## src/rtl/cam_pkg.sv

```systemverilog
// cam_pkg
//   Shared definitions for the 4-bit 9T-SRAM CAM word controller:
//   request opcode encoding, controller FSM state encoding and the
//   default timing constants used as parameter defaults.
//   Optional feature macro used by the controller: CAM_WR_VERIFY_EN.
package cam_pkg;

    // Default geometry and timing.
    localparam int CAM_WIDTH     = 4;
    localparam int CAM_WR_PULSE  = 2;
    localparam int CAM_SR_SETTLE = 2;

    // Width of the shared pulse/settle cycle counter.
    localparam int CAM_CNT_W     = 4;

    // Request opcodes.
    localparam logic [1:0] OP_WR  = 2'b00;
    localparam logic [1:0] OP_RD  = 2'b01;
    localparam logic [1:0] OP_SR  = 2'b10;
    localparam logic [1:0] OP_ILL = 2'b11;

    // Controller states.
    typedef enum logic [2:0] {
        ST_IDLE,
        ST_WR_SET,
        ST_WR_PULSE,
        ST_WR_HOLD,
        ST_RD_PRE,
        ST_RD_EVAL,
        ST_SR_DRV,
        ST_RESP
    } cam_state_e;

endpackage

```

## src/rtl/cam_rd_seq.sv

```systemverilog
// cam_rd_seq
//   Bit-serial read sequencer for one CAM word. For each bit i it spends
//   one cycle precharging the shared read bitline, then one cycle with
//   read wordline i raised; the bitline is captured into bit i at the end
//   of that evaluate cycle.
// Ports
//   clk, rst_n : clock, asynchronous active-low reset
//   start      : begin a sequence at bit 0 (one-cycle pulse)
//   rbl_in     : read bitline from the array (high = stored 1)
//   rbl_pre    : registered precharge enable
//   rwl        : registered one-hot read wordlines
//   done       : high during the evaluate cycle of the last bit
//   data       : captured word, with the live bitline merged into the
//                bit currently being evaluated (valid when done=1)
module cam_rd_seq #(
    parameter int WIDTH = 4
) (
    input  logic             clk,
    input  logic             rst_n,
    input  logic             start,
    input  logic             rbl_in,
    output logic             rbl_pre,
    output logic [WIDTH-1:0] rwl,
    output logic             done,
    output logic [WIDTH-1:0] data
);

    localparam int BIT_W = (WIDTH > 1) ? $clog2(WIDTH) : 1;

    logic             busy;
    logic             eval;
    logic [BIT_W-1:0] bit_idx;
    logic [WIDTH-1:0] captured;
    logic             last_bit;

    assign last_bit = (bit_idx == BIT_W'(WIDTH - 1));
    assign done     = busy & eval & last_bit;

    // The bit under evaluation is taken straight from the bitline so the
    // caller can register the complete word on the same edge as done.
    always_comb begin
        data          = captured;
        data[bit_idx] = rbl_in;
    end

    // Precharge and wordline are never both high: each evaluate cycle
    // drops precharge, and each precharge cycle clears the wordlines.
    always_ff @(posedge clk or negedge rst_n) begin
        if (!rst_n) begin
            busy     <= 1'b0;
            eval     <= 1'b0;
            bit_idx  <= '0;
            captured <= '0;
            rbl_pre  <= 1'b0;
            rwl      <= '0;
        end else if (start) begin
            busy    <= 1'b1;
            eval    <= 1'b0;
            bit_idx <= '0;
            rbl_pre <= 1'b1;
            rwl     <= '0;
        end else if (busy) begin
            if (!eval) begin
                eval    <= 1'b1;
                rbl_pre <= 1'b0;
                rwl     <= WIDTH'(1) << bit_idx;
            end else begin
                captured <= data;
                eval     <= 1'b0;
                rwl      <= '0;
                if (last_bit) begin
                    busy <= 1'b0;
                end else begin
                    bit_idx <= bit_idx + BIT_W'(1);
                    rbl_pre <= 1'b1;
                end
            end
        end
    end

endmodule

```

## src/rtl/cam_array_ctrl.sv

```systemverilog
// cam_array_ctrl
//   Initiator-side sequencer for a 9T-SRAM CAM word. Accepts one
//   write/read/search request at a time, turns it into cell strobes and
//   returns a registered response held until consumed.
//   Optional feature: define CAM_WR_VERIFY_EN to follow every write with a
//   full read-back; the response then carries the read-back word and
//   flags an error when it differs from the written word.
// Ports
//   clk, rst_n           : clock, asynchronous active-low reset
//   req_valid/req_ready  : request handshake
//   req_op, req_data     : opcode (00 wr, 01 rd, 10 search, 11 illegal), data/key
//   rsp_valid/rsp_ready  : response handshake
//   rsp_data/hit/err     : read data or echo, search hit, error
//   wlwr, dl, dlb        : write wordline and bitlines
//   rbl_pre, rwl, rbl_in : read precharge, read wordlines, read bitline
//   camdata, match_in    : search key to cells, array mismatch return
module cam_array_ctrl
    import cam_pkg::*;
#(
    parameter int WIDTH     = CAM_WIDTH,
    parameter int WR_PULSE  = CAM_WR_PULSE,
    parameter int SR_SETTLE = CAM_SR_SETTLE
) (
    input  logic             clk,
    input  logic             rst_n,
    input  logic             req_valid,
    output logic             req_ready,
    input  logic [1:0]       req_op,
    input  logic [WIDTH-1:0] req_data,
    output logic             rsp_valid,
    input  logic             rsp_ready,
    output logic [WIDTH-1:0] rsp_data,
    output logic             rsp_hit,
    output logic             rsp_err,
    output logic             wlwr,
    output logic [WIDTH-1:0] dl,
    output logic [WIDTH-1:0] dlb,
    output logic             rbl_pre,
    output logic [WIDTH-1:0] rwl,
    input  logic             rbl_in,
    output logic [WIDTH-1:0] camdata,
    input  logic             match_in
);

    cam_state_e           state;
    cam_state_e           state_next;
    logic [CAM_CNT_W-1:0] cnt;
    logic [CAM_CNT_W-1:0] cnt_next;
    logic                 accept;
    logic                 seq_start;
    logic                 seq_done;
    logic [WIDTH-1:0]     seq_data;
`ifdef CAM_WR_VERIFY_EN
    logic [1:0]           op_q;
`endif

    assign accept = req_valid & req_ready;

    cam_rd_seq #(
        .WIDTH(WIDTH)
    ) u_rd_seq (
        .clk    (clk),
        .rst_n  (rst_n),
        .start  (seq_start),
        .rbl_in (rbl_in),
        .rbl_pre(rbl_pre),
        .rwl    (rwl),
        .done   (seq_done),
        .data   (seq_data)
    );

    // Next-state logic. The read states track the sequencer phase; the
    // sequencer itself owns the wordline/precharge strobes.
    always_comb begin
        state_next = state;
        cnt_next   = cnt;
        seq_start  = 1'b0;
        case (state)
            ST_IDLE: begin
                if (accept) begin
                    case (req_op)
                        OP_WR: state_next = ST_WR_SET;
                        OP_RD: begin
                            state_next = ST_RD_PRE;
                            seq_start  = 1'b1;
                        end
                        OP_SR: begin
                            state_next = ST_SR_DRV;
                            cnt_next   = '0;
                        end
                        default: state_next = ST_RESP;
                    endcase
                end
            end
            ST_WR_SET: begin
                state_next = ST_WR_PULSE;
                cnt_next   = '0;
            end
            ST_WR_PULSE: begin
                if (cnt == CAM_CNT_W'(WR_PULSE - 1)) begin
                    state_next = ST_WR_HOLD;
                end else begin
                    cnt_next = cnt + CAM_CNT_W'(1);
                end
            end
            ST_WR_HOLD: begin
`ifdef CAM_WR_VERIFY_EN
                state_next = ST_RD_PRE;
                seq_start  = 1'b1;
`else
                state_next = ST_RESP;
`endif
            end
            ST_RD_PRE:  state_next = ST_RD_EVAL;
            ST_RD_EVAL: state_next = seq_done ? ST_RESP : ST_RD_PRE;
            ST_SR_DRV: begin
                if (cnt == CAM_CNT_W'(SR_SETTLE - 1)) begin
                    state_next = ST_RESP;
                end else begin
                    cnt_next = cnt + CAM_CNT_W'(1);
                end
            end
            ST_RESP: begin
                if (rsp_ready) begin
                    state_next = ST_IDLE;
                end
            end
            default: state_next = ST_IDLE;
        endcase
    end

    // State register.
    always_ff @(posedge clk or negedge rst_n) begin
        if (!rst_n) begin
            state <= ST_IDLE;
            cnt   <= '0;
        end else begin
            state <= state_next;
            cnt   <= cnt_next;
        end
    end

    // Registered outputs, decoded from the next state so every port comes
    // straight from a flop. Response fields only change on accept or on
    // entry to RESP, so they are stable while rsp_valid is high.
    always_ff @(posedge clk or negedge rst_n) begin
        if (!rst_n) begin
            req_ready <= 1'b1;
            rsp_valid <= 1'b0;
            rsp_data  <= '0;
            rsp_hit   <= 1'b0;
            rsp_err   <= 1'b0;
            wlwr      <= 1'b0;
            dl        <= '0;
            dlb       <= '1;
            camdata   <= '0;
`ifdef CAM_WR_VERIFY_EN
            op_q      <= OP_WR;
`endif
        end else begin
            req_ready <= (state_next == ST_IDLE);
            rsp_valid <= (state_next == ST_RESP);
            wlwr      <= (state_next == ST_WR_PULSE);
            if (state == ST_IDLE && accept) begin
                rsp_data <= req_data;
                rsp_hit  <= 1'b0;
                rsp_err  <= (req_op == OP_ILL);
`ifdef CAM_WR_VERIFY_EN
                op_q     <= req_op;
`endif
                if (req_op == OP_WR) begin
                    dl  <= req_data;
                    dlb <= ~req_data;
                end
                if (req_op == OP_SR) begin
                    camdata <= req_data;
                end
            end
            if (state == ST_SR_DRV && state_next == ST_RESP) begin
                rsp_hit <= ~match_in;
            end
            if (state == ST_RD_EVAL && seq_done) begin
                rsp_data <= seq_data;
`ifdef CAM_WR_VERIFY_EN
                if (op_q == OP_WR) begin
                    rsp_err <= (seq_data != dl);
                end
`endif
            end
        end
    end

endmodule

```

## config.mk

```make
export PLATFORM = sky130hd
export DESIGN_NAME = cam_array_ctrl
export DESIGN_NICKNAME = d
export VERILOG_FILES = /design/src/rtl/cam_pkg.sv /design/src/rtl/cam_rd_seq.sv /design/src/rtl/cam_array_ctrl.sv
export SDC_FILE = /design/constraint.sdc
export NUM_CORES = 1
export LEC_CHECK = 0
export CAP_MARGIN = 20
export CORE_MARGIN = 10
export CORE_UTILIZATION = 35
export DETAILED_ROUTE_END_ITERATION = 8
export SYNTH_ARGS = -nofsm -noshare
export SYNTH_HDL_FRONTEND = slang
export SYNTH_HIERARCHICAL = 1
export SYNTH_SLANG_ARGS = --single-unit
```

## constraint.sdc

```tcl
create_clock -name clk -period 2.2 [get_ports clk]
set_clock_uncertainty 0.15 [all_clocks]
set_input_delay 0.33 -clock clk [delete_from_list [all_inputs] [get_ports clk]]
set_output_delay 0.33 -clock clk [all_outputs]
set_load 0.02 [all_outputs]
```

==> impl_metrics.env, run 1 <==
export IMPL_syn_inst=177
export IMPL_finalSetupViolCount=0
export IMPL_dpl_cell_count=287
export IMPL_synth_compound_area_share_pct=8.65
export IMPL_synthesis_nets=199
export IMPL_synth_xor_area_share_pct=1.28
export IMPL_holdBufCountCts=1
export IMPL_top_usage_layer="met2"
export IMPL_ys_async_sr_fraction_pct=100
export IMPL_dp_worst_setup_slack_ns=0.0279
export IMPL_grt_setup_unrepaired="false"
export IMPL_clkLatencyLatePin_ns=0.29
export IMPL_core_sq_mm=0.00561
export IMPL_clkTransAtPathRegs_ns=0.08
export IMPL_reg2reg_depth=5
export IMPL_syn_area_sq_mm=0.00205
export IMPL_synth_fa_ha_area_share_pct=6.09
export IMPL_start_util_pct=36.6
export IMPL_post_cts_resized=0
export IMPL_seqPwrFrac_pct=39.6
export IMPL_syn_to_final_growth_pct=28.3
export IMPL_num_rows=27
export IMPL_hold_class="reg -> reg"
export IMPL_grt_pass1_wl_mm=7.35
export IMPL_dr_total_vias=1401
export IMPL_slew_viol_final=0
export IMPL_port_buffers=37
export IMPL_die_height_microns=96.6
export IMPL_numClockSinks=41
export IMPL_synth_top_family_by_area="simple AND/OR/NAND/NOR gates"
export IMPL_synth_edf_count=0
export IMPL_layout_setup_ws_ns=0.269
export IMPL_hold_viol_final=0
export IMPL_muxShareOfSynthArea_pct=12.6
export IMPL_fin_crit_sh_pct=87.8
export IMPL_wl_per_cell_microns=14.1
export IMPL_grt_pass1_vias=1459
export IMPL_cts_tree="done"
export IMPL_cp_num_cells=1
export IMPL_cp_max_fo=3
export IMPL_power_leakage_uw=0.00124
export IMPL_drt_initial_drc_count=58
export IMPL_setup_tns_ns=0
export IMPL_power_per_cell_area_mw_per_mm2=1020
export IMPL_fmax_ghz=0.518
export IMPL_io_pins=38
export IMPL_htreeDepth=2
export IMPL_dr_pass1_iters=4
export IMPL_avgViaCountPerCell=4.73
export IMPL_netSwitchingFraction_pct=33.8
export IMPL_tightest_slew_ns=0.487
export IMPL_ctsRootBufferMaster="clkbuf_8"
export IMPL_clockBufferDepth=2
export IMPL_synth_main_ff_cell="dfrtp_1"
export IMPL_cpPeakStageDelay_ns=0.60
export IMPL_dp_hpwl_mm=3.18
export IMPL_drt_total_wl_mm=4.18
export IMPL_ir_worst_vdd_mv=0.364
export IMPL_n_antenna_cell=0
export IMPL_slew_headroom_pct=67.5
export IMPL_p_sw_uw=909
export IMPL_post_layout_nonfiller_instances=296
export IMPL_yosysWarnings=6
export IMPL_synthSimpleGateAreaFrac_pct=17.3
export IMPL_path_buf_inv=1
export IMPL_post_cts_buffers=0
export IMPL_crit_path_start_kind="register"
export IMPL_grtUsageMet1_pct=12.3
export IMPL_grt_usage_pct=9.29
export IMPL_worstPathCellList="clkdlybuf4s50_1"
export IMPL_gp_congestion=0.773
export IMPL_comb_power_share_pct=37.8
export IMPL_met3_usage_pct=3.97
export IMPL_crit_required_ns=1.72
export IMPL_clkPwrFrac_pct=22.6
export IMPL_worstSetupPathType="reg -> out"
export IMPL_drive_gt1_share_pct=21.4
export IMPL_status="complete, no violations"
export IMPL_ys_types=38
export IMPL_antenna_found_initial=0
export IMPL_synth_seq_area_share_pct=50.2
export IMPL_cts_buffers=5
export IMPL_die_w_microns=96.6
export IMPL_fp_dieArea_sq_mm=0.00933
export IMPL_grt_ovfl_total=0
export IMPL_crit_arrival_ns=1.45
export IMPL_crit_family="buffers and inverters"
export IMPL_cp_slowest_cell="clkdlybuf4s50_1"
export IMPL_internal_power_uw=1780
export IMPL_grt_max_degree=22
export IMPL_holdPathStages=2
export IMPL_drt_antenna_violating_nets=0
export IMPL_syn_avg_cell_area_sq_um=11.6
export IMPL_met2_usage_pct=13.5
export IMPL_layout_nets=245
export IMPL_maxCapViolCount=0
export IMPL_synth_seq_cells=41
export IMPL_end_kind="output port"
export IMPL_layout_min_cycle_time_ns=1.93
export IMPL_drc=0
==> power groups by stage <==
stage                     Clock, uW  Sequential [uW]  Combinational (uW)
final                           606             1060                1010
after global routing            658             1090                1120
after CTS                       622             1070                1030
after detailed placement          0             1090                1030
after global placement            0             1080                1030
after floorplan                   0             1160                 580
==> through the flow <==
| stage | total power, uW | utilization [%] | area [sq um] | hold slack [ns] |
|---|---|---|---|---|
| 2_1_floorplan | 1740 | - | 2050 | -0.116 |
| 3_3_place_gp | 2100 | 44.8 | 2510 | 0.172 |
| 3_5_place_dp | 2110 | 44.8 | 2510 | 0.179 |
| 4_1_cts | 2730 | 47.0 | 2640 | 0.336 |
| 5_1_grt | 2880 | 47.0 | 2640 | 0.373 |
| 6_report | 2690 | 47.0 | 2640 | 0.333 |
==> kinds of logic after synthesis <==
kind of cell / after synthesis
and+or+nand+nor: 61
DFF: 41
AOI/OAI and AO/OA: 26
muxes: 23
buffers and inverters: 13
adders and majority gates: 10
xor gates and xnor gates: 3
==> path summary, 6_finish.rpt <==
| check | from | endpoint | slack, ns |
|---|---|---|---|
| min | dlb[3]$_DFFE_PN1P_ | dlb[3]$_DFFE_PN1P_ | 0.33 |
| max | req_ready$_DFF_PN1_ | req_ready | 0.27 |
| min reg2reg | dlb[3]$_DFFE_PN1P_ | dlb[3]$_DFFE_PN1P_ | 0.33 |
| min in group asynchronous | rst_n | state[1]$_DFF_PN0_ | 0.38 |
| max reg2reg | req_ready$_DFF_PN1_ | u_rd_seq/captured[0]$_DFFE_PN0P_ | 0.36 |
| max in group asynchronous | rst_n | dlb[2]$_DFFE_PN1P_ | 0.90 |
==> state kept, by name, indices dropped and copies added, names as in the netlist <==
signal and cells:
u_rd_seq/bit_idx 2, dlb 4, req_ready 1, state 3, dl 4, cnt 4
rsp_hit 1, rsp_data 4, rsp_valid 1, u_rd_seq/rbl_pre 1, u_rd_seq/eval 1, camdata 4
rsp_err 1, u_rd_seq/rwl 4, u_rd_seq/busy 1, u_rd_seq/captured 4, wlwr 1
==> cell type report <==
class | count | area (sq um)
multi-input combinational | 123 | 943
tap | 72 | 90.1
fill | 539 | 2970
timing repair buffer | 46 | 435
sequential | 41 | 1030
inverter | 6 | 22.5
clock inverter | 2 | 38.8
clock buffer | 6 | 72.6
==> metal layers <==
metal,vias up,share of wire (%)
li1,701,-
met1,671,50
met2,27,43
met3,2,6.0
met4,0,0.50
met5,-,0
==> synth_stat cells, drive strengths merged (2+ instances only) <==
cell type  number  area share, %
a21oi          11            2.7
and3            3           0.91
and3b           2           0.97
buf             7            2.7
dfrtp          36             44
dfstp           5            6.4
ha             10            6.1
inv             6            1.1
mux2           17            9.7
mux2i           6            2.9
nand2          18            3.7
nand2b          8            2.8
nand3           5            1.5
nand3b          7            2.6
nor2           10            2.2
nor3            3           0.73
o21ai           6            1.5
o22ai           5            2.1
xnor2           2           0.85
==> layout by cell type, fill, tap and decap left out, types with 2 or more instances in the layout <==
cell type | netlist | final
nand3_1 | 4 | 4
nand2b_1 | 7 | 7
o22ai_2 | 2 | 2
mux2i_1 | 6 | 6
and3b_2 | 2 | 2
clkbuf_8 | 0 | 5
o22ai_1 | 3 | 3
nor3_1 | 3 | 3
clkdlybuf4s50_1 | 0 | 36
o21ai_0 | 6 | 6
dfrtp_1 | 36 | 36
buf_4 | 1 | 8
mux2_4 | 2 | 2
a21oi_1 | 11 | 11
mux2_2 | 14 | 14
nor2_1 | 9 | 9
dfstp_2 | 5 | 5
inv_1 | 6 | 6
nand2_1 | 17 | 17
ha_1 | 10 | 10
nand3b_1 | 7 | 7
and3_1 | 3 | 3
xnor2_1 | 2 | 2
No activity file was read; power rests on OpenSTA's default activity.
==> run 2: changes to the inputs <==
SETUP_SLACK_MARGIN = 0.02   (was default)
==> results of run 2 <==
No change in the layout: final DEF, timing and power equal those of run 1.
==> variant (settings of run 2) <==
Change the package constant `CAM_CNT_W` from 4 to 6.
--- a/src/rtl/cam_pkg.sv
+++ b/src/rtl/cam_pkg.sv
@@ -13,3 +13,3 @@
     // Width of the shared pulse/settle cycle counter.
-    localparam int CAM_CNT_W     = 4;
+    localparam int CAM_CNT_W     = 6;
 
Check against the original RTL: same outputs for any inputs over 10 cycles, from zero or initial values and one cycle with rst_n low; that may be too few to reach the edited logic, so the function may still have changed.
==> variant against run 2 <==
Final area increased by 2.2%. Wire length increased by 5.7%. Total power up 10%. Synthesized area increased by 3.3%. Sequential cell count rose by 2. Cell count increased by 6.8%. Setup slack got worse by 16 ps. Non-clock buffer count rose by 1. Critical path type unchanged.
==> variant: results (changes against run 2) <==
| Metric | Value |
|---|---|
| Fill cells | `576 (+6.9%)` |
| Max stage delay cell, worst path | `clkdlybuf4s50_1` |
| DRT iter0 DRCs | `85 (+47%)` |
| Share of cells above drive strength 1 | `18.3% (-3.2 points)` |
| Final number of hold-violating endpoints | `0 (unchanged)` |
| Slowest stage delay, CP | `620 ps (+20 ps)` |
| Synth Area in Compound Gates | `9.96% (+1.3 points)` |
| Post-DP HPWL | `3.33 mm (+5.0%)` |
| Xor-xnor portion of the synthesized cell area | `1.24% (-0.041 points)` |
| Cell leakage power | `1.24 nW (-0.55%)` |
| Hold Startpoint | `dlb[0]` |
| Largest register FFs | `6` |
| Seq/Total Area, Yosys | `51.0% (+0.73 points)` |
| Worst-path clk slew | `80 ps (about the same)` |
| First-pass GRT wire length | `7.67 mm (+4.3%)` |
| Data arrival, critical path | `1470 ps (+20 ps)` |
| Post-place instance area | `0.00260 mm² (+3.4%)` |
| Pre-CTS WS | `-5.83 ps (-33.8 ps)` |
| Post-CTS Setup Inserts | `0 (unchanged)` |
| R2R Path Start | `state[0]` |
| DRT Pass-1 Iters | `4 (unchanged)` |
| Worst-Margin Slew | `544 ps (+56.7 ps)` |
| Post-Syn Nets | `216 (+8.5%)` |
| Clock latency at the later pin of the worst-skew pair | `290 ps (about the same)` |
| Register with the most flip-flops | `cnt` |
| Setup crit start | `req_ready` |
| Root Driver | `clkbuf_8` |
| Antenna violations before repair | `0 (unchanged)` |
| Vias in the first global route | `1569 (+7.5%)` |
| CTS Buf Count | `5 (unchanged)` |
| Post-synth top area share | `44.8% (+0.94 points)` |
| Synth cell types | `40 (+5.3%)` |
| Dpl cells | `307 (+7.0%)` |
| Layout Nets | `262 (+6.9%)` |
| Syn. warnings | `6 (unchanged)` |
| Worst VDD drop | `0.000587 V (+61%)` |
| Avg Cell Area, Syn | `10.9 µm² (-5.7%)` |
| Finished Core Util | `45.5% (-1.5 points)` |
| Adder-cell area share of the yosys netlist | `5.89% (-0.20 points)` |
| Maximum buffer depth of the clock tree | `2 (unchanged)` |
| Total routing usage reported by global routing | `9.46% (+0.18 points)` |
| Placer Congestion | `0.751 (-2.7%)` |
| Avg WL per Cell | `14.0 µm (-1.0%)` |
| Worst Hold Class | `register to register` |
| Status | `complete, no violations` |
| Largest net degree at the start of global routing | `44 (+100%)` |
| Synth cell count leaders | `38 x dfrtp_1, 22 x nand2_1, 14 x mux2_2, 11 x a21oi_1, 11 x nor2_1` |
| DR vias/cell | `4.79 (+1.3%)` |
| CTS H-Tree Depth | `2 (unchanged)` |
| Layout Cells excl Fill | `316 (+6.8%)` |
| Async SR Flop Fraction | `100% (unchanged)` |
| # diodes | `0 (unchanged)` |
| Post-synthesis mux area share | `10.3% (-2.3 points)` |
| Top post-synthesis cells by area | `dfrtp_1 45%, mux2_2 7.4%, dfstp_2 6.2%` |
variant: cell types whose count changed in the layout (fill, tap and decap cells not counted), sizes merged, moves of 3 or more:
cell   before  now
o21a        0    3
a31oi       1    5
nand2      18   22
o22ai       5    1
mux2i       6    2
variant: layer usage:
metal	wire, µm	vias up	global-route usage (%)
li1	-	765	-
met1	2000	726	11.3
met2	2190	22	16.0
met3	189	2	2.82
met4	42	0	2.68
met5	0	-	0
variant: final timing paths:
path                            depth (start not counted)         to  slack [ps]
worst max-delay path                                    1  req_ready         250
worst min-delay path                                    2     dlb[0]         330
worst max register to register                          3      dl[1]         300
worst min register to register                          2     dlb[0]         330
max in group asynchronous                               3     dlb[2]        1030
min in group asynchronous                               3    rsp_err         490
variant: tightest hold or removal path, cell delays in order (launching register included):
cell and delay, ps:
dfstp_2 370, nand2_1 40, o21ai_0 60
variant: cell type report:
cell class / instances / share of cell area [%]
multi-input combinational: 135 / 35.6
clock inverter: 2 / 0.464
timing repair buffer: 47 / 16.4
tap: 75 / 3.48
inverter: 8 / 1.11
sequential: 43 / 40.2
clock buffer: 6 / 2.69
variant: timing repair:
item                                    in CTS  in global routing
hold endpoints to repair                    38                  0
gates resized for setup                      0                  0
endpoints found under the setup margin       0                  0
hold buffers                                 1                  0
variant: logic make-up (layout without fill, tap and decap cells):
| kind of cell | Yosys count | in the layout |
|---|---|---|
| simple gates | 69 | 69 |
| mux | 19 | 19 |
| fa+ha+maj | 10 | 10 |
| buf+inv | 16 | 63 |
| compound gates | 34 | 34 |
| xor+xnor | 3 | 3 |
| flops | 43 | 43 |
variant: power breakdown:
part           switching (mW)  leakage [nW]  internal, mW  total, mW
sequential              0.229         0.526          1.05       1.27
combinational           0.605         0.670         0.598       1.20
clock                   0.267        0.0412         0.222      0.489
